==> config.mk <==
export PLATFORM = sky130hd
export DESIGN_NAME = reg_writeback
export DESIGN_NICKNAME = d
export VERILOG_FILES = /design/src/rtl/wb_pkg.sv /design/src/rtl/wb_fifo.sv /design/src/rtl/reg_writeback.sv
export SDC_FILE = /design/constraint.sdc
export NUM_CORES = 1
export LEC_CHECK = 0
export CAP_MARGIN = 20
export CORE_AREA = 2 2 107 186
export CTS_CLUSTER_SIZE = 25
export DETAILED_ROUTE_END_ITERATION = 8
export DIE_AREA = 0 0 109 188
export GPL_ROUTABILITY_DRIVEN = 0
export MAX_ROUTING_LAYER = met4
export PLACE_DENSITY = 0.79
export SYNTH_ARGS = -nofsm -noshare
export SYNTH_HDL_FRONTEND = slang
export SYNTH_SLANG_ARGS = --single-unit
==> constraint.sdc <==
create_clock -name clk -period 4.45 [get_ports clk]
set_clock_uncertainty 0.1 [all_clocks]
set_input_delay 1.335 -clock clk [delete_from_list [all_inputs] [get_ports clk]]
set_output_delay 1.335 -clock clk [all_outputs]
set_load 0.1 [all_outputs]
==> src/rtl/wb_pkg.sv <==
// Shared definitions for the register-file write-back front end.
// The entry record is sized by the default widths and used by any code that runs at those widths.
package wb_pkg;

  localparam int WB_DEPTH = 4;
  localparam int WB_AW    = 5;
  localparam int WB_DW    = 32;
  localparam int REG_ZERO = 0;

  typedef struct packed {
    logic [WB_AW-1:0] rd;
    logic [WB_DW-1:0] data;
  } wb_entry_t;

endpackage

==> src/rtl/wb_fifo.sv <==
// Dual-push, single-pop circular buffer of write-back results.
// It exposes per-entry valid/register so the top can build the pending mask.
module wb_fifo
  import wb_pkg::*;
#(
  parameter int DEPTH = WB_DEPTH,
  parameter int AW    = WB_AW,
  parameter int DW    = WB_DW,
  localparam int PW   = $clog2(DEPTH),
  localparam int CW   = $clog2(DEPTH) + 1
) (
  input  logic                      clk,
  input  logic                      rst,
  input  logic                      push0_i,
  input  logic [AW-1:0]             push0_reg_i,
  input  logic [DW-1:0]             push0_data_i,
  input  logic                      push1_i,
  input  logic [AW-1:0]             push1_reg_i,
  input  logic [DW-1:0]             push1_data_i,
  input  logic                      pop_i,
  output logic [CW-1:0]             count_o,
  output logic [AW-1:0]             head_reg_o,
  output logic [DW-1:0]             head_data_o,
  output logic [DEPTH-1:0]          ent_valid_o,
  output logic [DEPTH-1:0][AW-1:0]  ent_reg_o
);

  logic [PW-1:0]             head_q, head_d;
  logic [PW-1:0]             tail_q, tail_d;
  logic [CW-1:0]             count_q, count_d;
  logic [DEPTH-1:0][AW-1:0]  reg_q;
  logic [DEPTH-1:0][DW-1:0]  data_q;
  logic [PW-1:0]             tailNext;
  logic                      popEn;

  // push1 is only ever asserted together with push0, so it lands one slot after the tail.
  always_comb begin
    popEn    = pop_i && (count_q != '0);
    tailNext = tail_q + PW'(1);
    head_d   = popEn ? (head_q + PW'(1)) : head_q;
    tail_d   = tail_q + PW'(push0_i) + PW'(push1_i);
    count_d  = count_q + CW'(push0_i) + CW'(push1_i) - CW'(popEn);
  end

  always_ff @(posedge clk) begin
    if (rst) begin
      head_q  <= '0;
      tail_q  <= '0;
      count_q <= '0;
    end else begin
      head_q  <= head_d;
      tail_q  <= tail_d;
      count_q <= count_d;
    end
  end

  always_ff @(posedge clk) begin
    if (push0_i) begin
      reg_q[tail_q]  <= push0_reg_i;
      data_q[tail_q] <= push0_data_i;
    end
    if (push1_i) begin
      reg_q[tailNext]  <= push1_reg_i;
      data_q[tailNext] <= push1_data_i;
    end
  end

  // An entry is live when its distance from head is below the occupancy.
  always_comb begin
    logic [PW-1:0] offset;
    offset      = '0;
    ent_valid_o = '0;
    for (int i = 0; i < DEPTH; i++) begin
      offset         = PW'(i) - head_q;
      ent_valid_o[i] = ({1'b0, offset} < count_q);
    end
  end

  assign ent_reg_o   = reg_q;
  assign count_o     = count_q;
  assign head_reg_o  = reg_q[head_q];
  assign head_data_o = data_q[head_q];

endmodule

==> src/rtl/reg_writeback.sv <==
// Write-side front end of the register file: merges MEM and ALU results in order,
// drives the single write port and publishes which registers still have writes in flight.
module reg_writeback
  import wb_pkg::*;
#(
  parameter int DEPTH = WB_DEPTH,
  parameter int AW    = WB_AW,
  parameter int DW    = WB_DW
) (
  input  logic           clk,
  input  logic           rst,
  input  logic           mem_valid,
  input  logic [AW-1:0]  mem_reg,
  input  logic [DW-1:0]  mem_data,
  input  logic           alu_valid,
  input  logic [AW-1:0]  alu_reg,
  input  logic [DW-1:0]  alu_data,
  output logic           in_ready,
  output logic [AW-1:0]  wr_reg,
  output logic [DW-1:0]  wr_data,
  output logic           wr_en,
  output logic [31:0]    pending_mask,
  output logic           overflow
);

  localparam int CW = $clog2(DEPTH) + 1;

  logic [CW-1:0]             count;
  logic [AW-1:0]             headReg;
  logic [DW-1:0]             headData;
  logic [DEPTH-1:0]          entValid;
  logic [DEPTH-1:0][AW-1:0]  entReg;

  logic           memLive, aluLive, memTake, aluTake;
  logic           push0, push1, pop;
  logic [AW-1:0]  push0Reg;
  logic [DW-1:0]  push0Data;

  logic           wrEn_q, wrEn_d;
  logic [AW-1:0]  wrReg_q, wrReg_d;
  logic [DW-1:0]  wrData_q, wrData_d;
  logic           overflow_q, overflow_d;

  // Room for two is required so a dual push can never overrun, regardless of this cycle's pop.
  assign in_ready = (count <= CW'(DEPTH - 2));

  // MEM goes first when both arrive: the load is the older instruction.
  always_comb begin
    memLive   = mem_valid && (mem_reg != AW'(REG_ZERO));
    aluLive   = alu_valid && (alu_reg != AW'(REG_ZERO));
    memTake   = memLive && in_ready;
    aluTake   = aluLive && in_ready;
    push0     = memTake || aluTake;
    push1     = memTake && aluTake;
    push0Reg  = memTake ? mem_reg : alu_reg;
    push0Data = memTake ? mem_data : alu_data;
    pop       = (count != '0);
  end

  wb_fifo #(
    .DEPTH (DEPTH),
    .AW    (AW),
    .DW    (DW)
  ) u_fifo (
    .clk          (clk),
    .rst          (rst),
    .push0_i      (push0),
    .push0_reg_i  (push0Reg),
    .push0_data_i (push0Data),
    .push1_i      (push1),
    .push1_reg_i  (alu_reg),
    .push1_data_i (alu_data),
    .pop_i        (pop),
    .count_o      (count),
    .head_reg_o   (headReg),
    .head_data_o  (headData),
    .ent_valid_o  (entValid),
    .ent_reg_o    (entReg)
  );

  always_comb begin
    wrEn_d     = pop;
    wrReg_d    = pop ? headReg : wrReg_q;
    wrData_d   = pop ? headData : wrData_q;
    overflow_d = overflow_q || ((memLive || aluLive) && !in_ready);
  end

  always_ff @(posedge clk) begin
    if (rst) begin
      wrEn_q     <= 1'b0;
      wrReg_q    <= '0;
      wrData_q   <= '0;
      overflow_q <= 1'b0;
    end else begin
      wrEn_q     <= wrEn_d;
      wrReg_q    <= wrReg_d;
      wrData_q   <= wrData_d;
      overflow_q <= overflow_d;
    end
  end

  // The presented write stays pending until the register file commits it on the next edge.
  always_comb begin
    pending_mask = '0;
    for (int i = 0; i < DEPTH; i++) begin
      if (entValid[i]) pending_mask = pending_mask | (32'(1) << entReg[i]);
    end
    if (wrEn_q) pending_mask = pending_mask | (32'(1) << wrReg_q);
  end

  assign wr_en    = wrEn_q;
  assign wr_reg   = wrReg_q;
  assign wr_data  = wrData_q;
  assign overflow = overflow_q;

endmodule

Word level (Yosys, flattened, before mapping)
Cells that the tools add are included.
{ "totals": {"regBits": 194, "inputBits": 78, "out_inout_bits": 72, "word_cells": 87} }
{ "op_classes": {"n_addsub": 11, "order_cmp": 10, "shift": 5, "muxes": 27, "bitwise": 4, "reduce_logical": 15} }
{ "ops": {"columns": ["cell", "count"], "rows": [
  ["2-to-1 mux 32 bit", 9],
  ["bitwise mux 128 bit", 2],
  ["2-to-1 mux 128 bit", 2],
  ["left shift 1 x 5 -> 32 bit, first input constant", 5],
  ["demux 32 bit (select 2 bit)", 2],
  ["OR 32 bit", 4],
  ["binary-select mux 32 bit (select 2 bit)", 1],
  ["bitwise mux 20 bit", 2],
  ["2-to-1 mux 20 bit", 2],
  ["demux 5 bit (select 2 bit)", 2],
  ["2-to-1 mux 5 bit", 4],
  ["< comparator 2 x 3 -> 1 bit", 4],
  ["binary-select mux 5 bit (select 2 bit)", 1],
  ["nonzero test 5 bit", 2],
  ["< comparator 2 x 3 -> 1 bit, second input constant", 3],
  ["logical AND 1 bit", 8],
  ["adder 3 x 1 -> 3 bit", 2],
  ["adder 2 x 1 -> 2 bit", 2],
  ["adder 2 x 1 -> 2 bit, second input constant", 2],
  ["greater-or-equal comparator 2 x 1 -> 1 bit, second input constant", 2],
  ["subtractor 1 x 2 -> 2 bit, first input constant", 2],
  ["subtractor 2 bit, first input constant", 2],
  ["less-or-equal comparator 3 x 2 -> 1 bit, second input constant", 1],
  ["logical OR 1 bit", 3],
  ["3 further kinds", 3]
]} }

Longest topological paths before layout
{ "depth": {"ltp_word": 11, "ltp_mapped": 13} }

Hierarchy
From an unflattened synthesis, not the netlist that was laid out.
{ "unflattened": {"cells_unflattened": 1346, "area_unflattened_um2": 10621.4} }
{ "by_module_without_submodules": {"columns": ["module", "n_inst", "cells_per_inst", "area_each_um2"], "rows": [
  ["wb_fifo", 1, 907, 7357.1],
  ["reg_writeback", 1, 439, 3264.4]
]} }

Worst setup path after synthesis
Ideal clock, no wire load.
{ "synth_path": {"kind": "flip-flop to output port", "start": "reg u_fifo.head_q[0]", "end": "out pending_mask[14]", "t_arrival_ps": 4194, "setup_slack_ps": -1179, "path_stages_with_launch": 10, "n_path_buf": 3, "cell_sequence": "dfxtp_1 clkbuf_1 buf_2 xnor2_1 inv_1 ha_1 a21oi_1 o21ai_0 clkbuf_1 o311ai_1"} }
{ "synth_via": {"elab_chain_cells": 11} }
{ "synth_rtl": {"columns": ["item", "line_no", "source"], "rows": [
  ["start, declared", "wb_fifo.sv:28", "logic [PW-1:0] head_q, head_d;"],
  ["start signal, assigned", "wb_fifo.sv:47", "head_q <= '0;"],
  ["start signal, assigned", "wb_fifo.sv:51", "head_q <= head_d;"],
  ["subtractor 1 x 2 -> 2 bit", "wb_fifo.sv:74", "offset = PW'(i) - head_q;"],
  ["< comparator 2 x 3 -> 1 bit", "wb_fifo.sv:75", "ent_valid_o[i] = ({1'b0, offset} < count_q);"],
  ["2-to-1 mux 32 bit", "reg_writeback.sv:106", "if (entValid[i]) pending_mask = pending_mask | (32'(1) << entReg[i]);"],
  ["OR 32 bit", "reg_writeback.sv:106", null],
  ["2-to-1 mux 32 bit", "reg_writeback.sv:106", null],
  ["OR 32 bit", "reg_writeback.sv:106", null],
  ["2-to-1 mux 32 bit", "reg_writeback.sv:106", null],
  ["OR 32 bit", "reg_writeback.sv:106", null],
  ["2-to-1 mux 32 bit (*)", "reg_writeback.sv:106", null],
  ["OR 32 bit", "reg_writeback.sv:108", "if (wrEn_q) pending_mask = pending_mask | (32'(1) << wrReg_q);"],
  ["2-to-1 mux 32 bit (*)", "reg_writeback.sv:108", null],
  ["end, declared", "reg_writeback.sv:22", "output logic [31:0] pending_mask,"]
]} }
Every way passes the cells marked *; elsewhere a longest branch is shown, timed or not.

Worst setup path in the final report
{ "layout_path": {"start": "reg u_fifo.head_q[1]", "end": "out pending_mask[30]"} }
The elaborated chain is that of the path after synthesis.

==> run metrics <==
max FFs per register=128; Fin. Hold Viols=0; Post-Layout Cell Count=~1400; core area=0.0190 sq mm; starting DRC count in detailed routing=1201; Vias=9914; CTS tree=yes; post-route cell area=0.0128 sq mm; Post-DRT Antenna Nets=0; Post-synth EDFFs=0; Clk pwr share=between 10% and 20%; setup violators final=0; Commonest cells post-synth=194 x dfxtp_1, 186 x nand2_1, 85 x o221a_1; static leakage=4.55 nW; Pins Over Slew Limit=0; Post-DP HPWL=22600 um; Crit. End Element=output pin; Peak VDD IR=0.671 mV; sequential share of the synthesized area=between 30 and 40%; Area after DPL=0.0122 sq mm; clk buf depth=2; measured slew at the worst slew-check pin=roughly 1100 ps; Initial Utilization=a little over half; Root Buffer Master=clkbuf_16; net load switching power=0.00614 W; R2R setup slack=1450 ps; Routed WL per cell=24.3 um; Final Core Density=around two thirds; Flop pwr share=26.7%; clock sink total=roughly 190; worst hold path class=flop to flop; drt drc=0; row count=67; Final period util=a little over nine tenths; Seq cells post-synth=194; Post-CTS Hold Buffers=0; GRT Total Usage=a little under two fifths; first-pass GRT wire length=55700 um; max frequency=approximately 230 MHz; Layout area overhead=25.1%; RSZ-0062 raised after global routing=no; vias in the first global route=10100; Critical Path AT=2860 ps; GRT Residual Overflow=0; Synth Warn #=0; post-synthesis cell type count=61; Slew HR=23.9%; clk slew on worst S/H paths=70 ps; Die H=between 150 and 200 um; synthesized area=between 0.01 and 0.015 sq mm; Die Wd=roughly 110 um; Final min period=4300 ps; # IOs=150; hold path startpoint=wr_data[9]$_SDFFE_PP0N_; Hold WS=352 ps; share of layout cells above drive strength 1=roughly a fifth; Reg-to-Reg Start=u_fifo.count_o[2]$_SDFF_PP0_; CP required=3010 ps; Num CTS Buffers=17; post-synth top area cell=dfxtp_1; Most flops, register=u_fifo.data_q; ys flop type=dfxtp_1; combinational share of power=60.7%; Cell Int Power=between 0.006 and 0.007 W; most numerous cell in the Yosys netlist=dfxtp_1; Yosys top cell area share=37.9%; Clock Latency Late Sink=440 ps; final WL=35000 um; die area=0.0205 sq mm; power density over the cells=975 mW/mm^2; Mapped Nets=1163; Via density=6.89; dpl cells=~1400; CP Max Fanout=9; share of flip-flops with an asynchronous set or reset=0%; run status=completed; crit path from=u_fifo.head_q[1]$_SDFFE_PP0N_; final net count=1271; max cap viols=0; Switching Share=about half; Max H-tree Level=4; drt pass-1 iters=7; final setup TNS=0 ps; initial antenna violation count=1; ranking of synthesized cells by area=dfxtp_1 38%, o221a_1 9.4%, mux4_2 8.1%; Mapped Avg Cell Area=9.51 sq um; critical path type=flop to output pin; largest net degree at the start of global routing=47; number of buffers added on ports=149; CP startpoint kind=flop; gate count of the mapped netlist=1076
power groups by stage:
| stage | clock network, W | logic, W | registers, W |
|---|---|---|---|
| floorplan | 0 | 0.00465 | 0.00386 |
| global placement | 0 | 0.00728 | 0.00329 |
| detailed placement | 0 | 0.00738 | 0.00332 |
| CTS | 0.00157 | 0.00740 | 0.00329 |
| global route | 0.00163 | 0.00793 | 0.00342 |
| finish | 0.00157 | 0.00757 | 0.00333 |
critical path, stage by stage, from the launching register on:
cell	delay (ps)
dfxtp_2	470
inv_1	120
ha_1	300
a21boi_0	130
o21ai_1	270
nand3b_1	410
o22ai_1	310
a311o_1	220
buf_12	190
per-stage QoR:
| step | total power, W | worst slack (ps) |
|---|---|---|
| floorplan | 0.00851 | 20.0 |
| global placement | 0.0106 | 123 |
| detailed placement | 0.0107 | 84.3 |
| CTS | 0.0123 | 97.3 |
| global route | 0.0130 | 4.33 |
| finish | 0.0125 | 153 |
per-layer routing:
| layer | routed length (um) | track usage (%) |
|---|---|---|
| met1 | 12000 | 38.8 |
| met2 | 17700 | 59.7 |
| met3 | 2780 | 8.59 |
| met4 | 2620 | 24.6 |
| met5 | 0 | - |
kinds of logic after synthesis:
| family | count (synthesis) | synth area share, % |
|---|---|---|
| AND/OR/NAND/NOR | 443 | 21.1 |
| AO/OA/AOI/OAI | 284 | 25.4 |
| flip-flops | 194 | 37.9 |
| buffers and inverters | 103 | 5.45 |
| multiplexers | 37 | 8.14 |
| adder cells (fa/ha/maj) | 10 | 1.45 |
| XOR/XNOR | 5 | 0.501 |
path summary, 6_finish.rpt:
kind,depth (start not counted),end
worst max-delay path,8,pending_mask[30]
worst min-delay path,2,wr_data[9]$_SDFFE_PP0N_
worst max register to register,8,u_fifo.data_q[30]$_DFF_P_
worst min register to register,2,wr_data[9]$_SDFFE_PP0N_
final cells by class:
type	count	area [sq um]
Sequential cell	194	3890
Antenna cell	1	2.50
Multi-Input combinational cell	779	5880
Timing Repair Buffer	177	2080
Inverter	15	56.3
Fill cell	1472	6230
Clock inverter	13	145
Tap cell	241	302
Clock buffer	19	443
what timing repair did:
item / CTS / global route
endpoints found under the hold margin: 0 / 0
gates resized for setup: 0 / 1
setup endpoints to repair: 0 / 17
setup buffers: 0 / 2
cell usage in the layout, fill, tap and decap left out, types with 3 or more instances in the layout:
| cell | netlist | final |
|---|---|---|
| or2_2 | 8 | 8 |
| nand3b_1 | 5 | 5 |
| or2b_1 | 15 | 15 |
| dfxtp_1 | 194 | 192 |
| mux4_2 | 37 | 37 |
| nor2b_1 | 16 | 16 |
| clkdlybuf4s50_1 | 0 | 115 |
| fa_1 | 3 | 3 |
| a211o_1 | 11 | 11 |
| o21ai_0 | 4 | 4 |
| nor3_1 | 10 | 8 |
| buf_12 | 0 | 36 |
| nand3_1 | 15 | 15 |
| nor2_1 | 78 | 78 |
| o22ai_1 | 49 | 49 |
| ha_1 | 6 | 6 |
| or3_1 | 55 | 53 |
| o32ai_1 | 4 | 4 |
| clkbuf_16 | 0 | 17 |
| o221a_1 | 85 | 85 |
| clkinv_2 | 0 | 3 |
| inv_6 | 0 | 7 |
| buf_4 | 4 | 24 |
| xnor2_1 | 3 | 3 |
| o211ai_1 | 4 | 4 |
| a21oi_1 | 41 | 40 |
| inv_1 | 14 | 14 |
| nand2_1 | 186 | 186 |
| or4_1 | 3 | 3 |
| nand2b_1 | 38 | 38 |
| o221a_2 | 63 | 63 |
(Power assumes the default switching activity.)
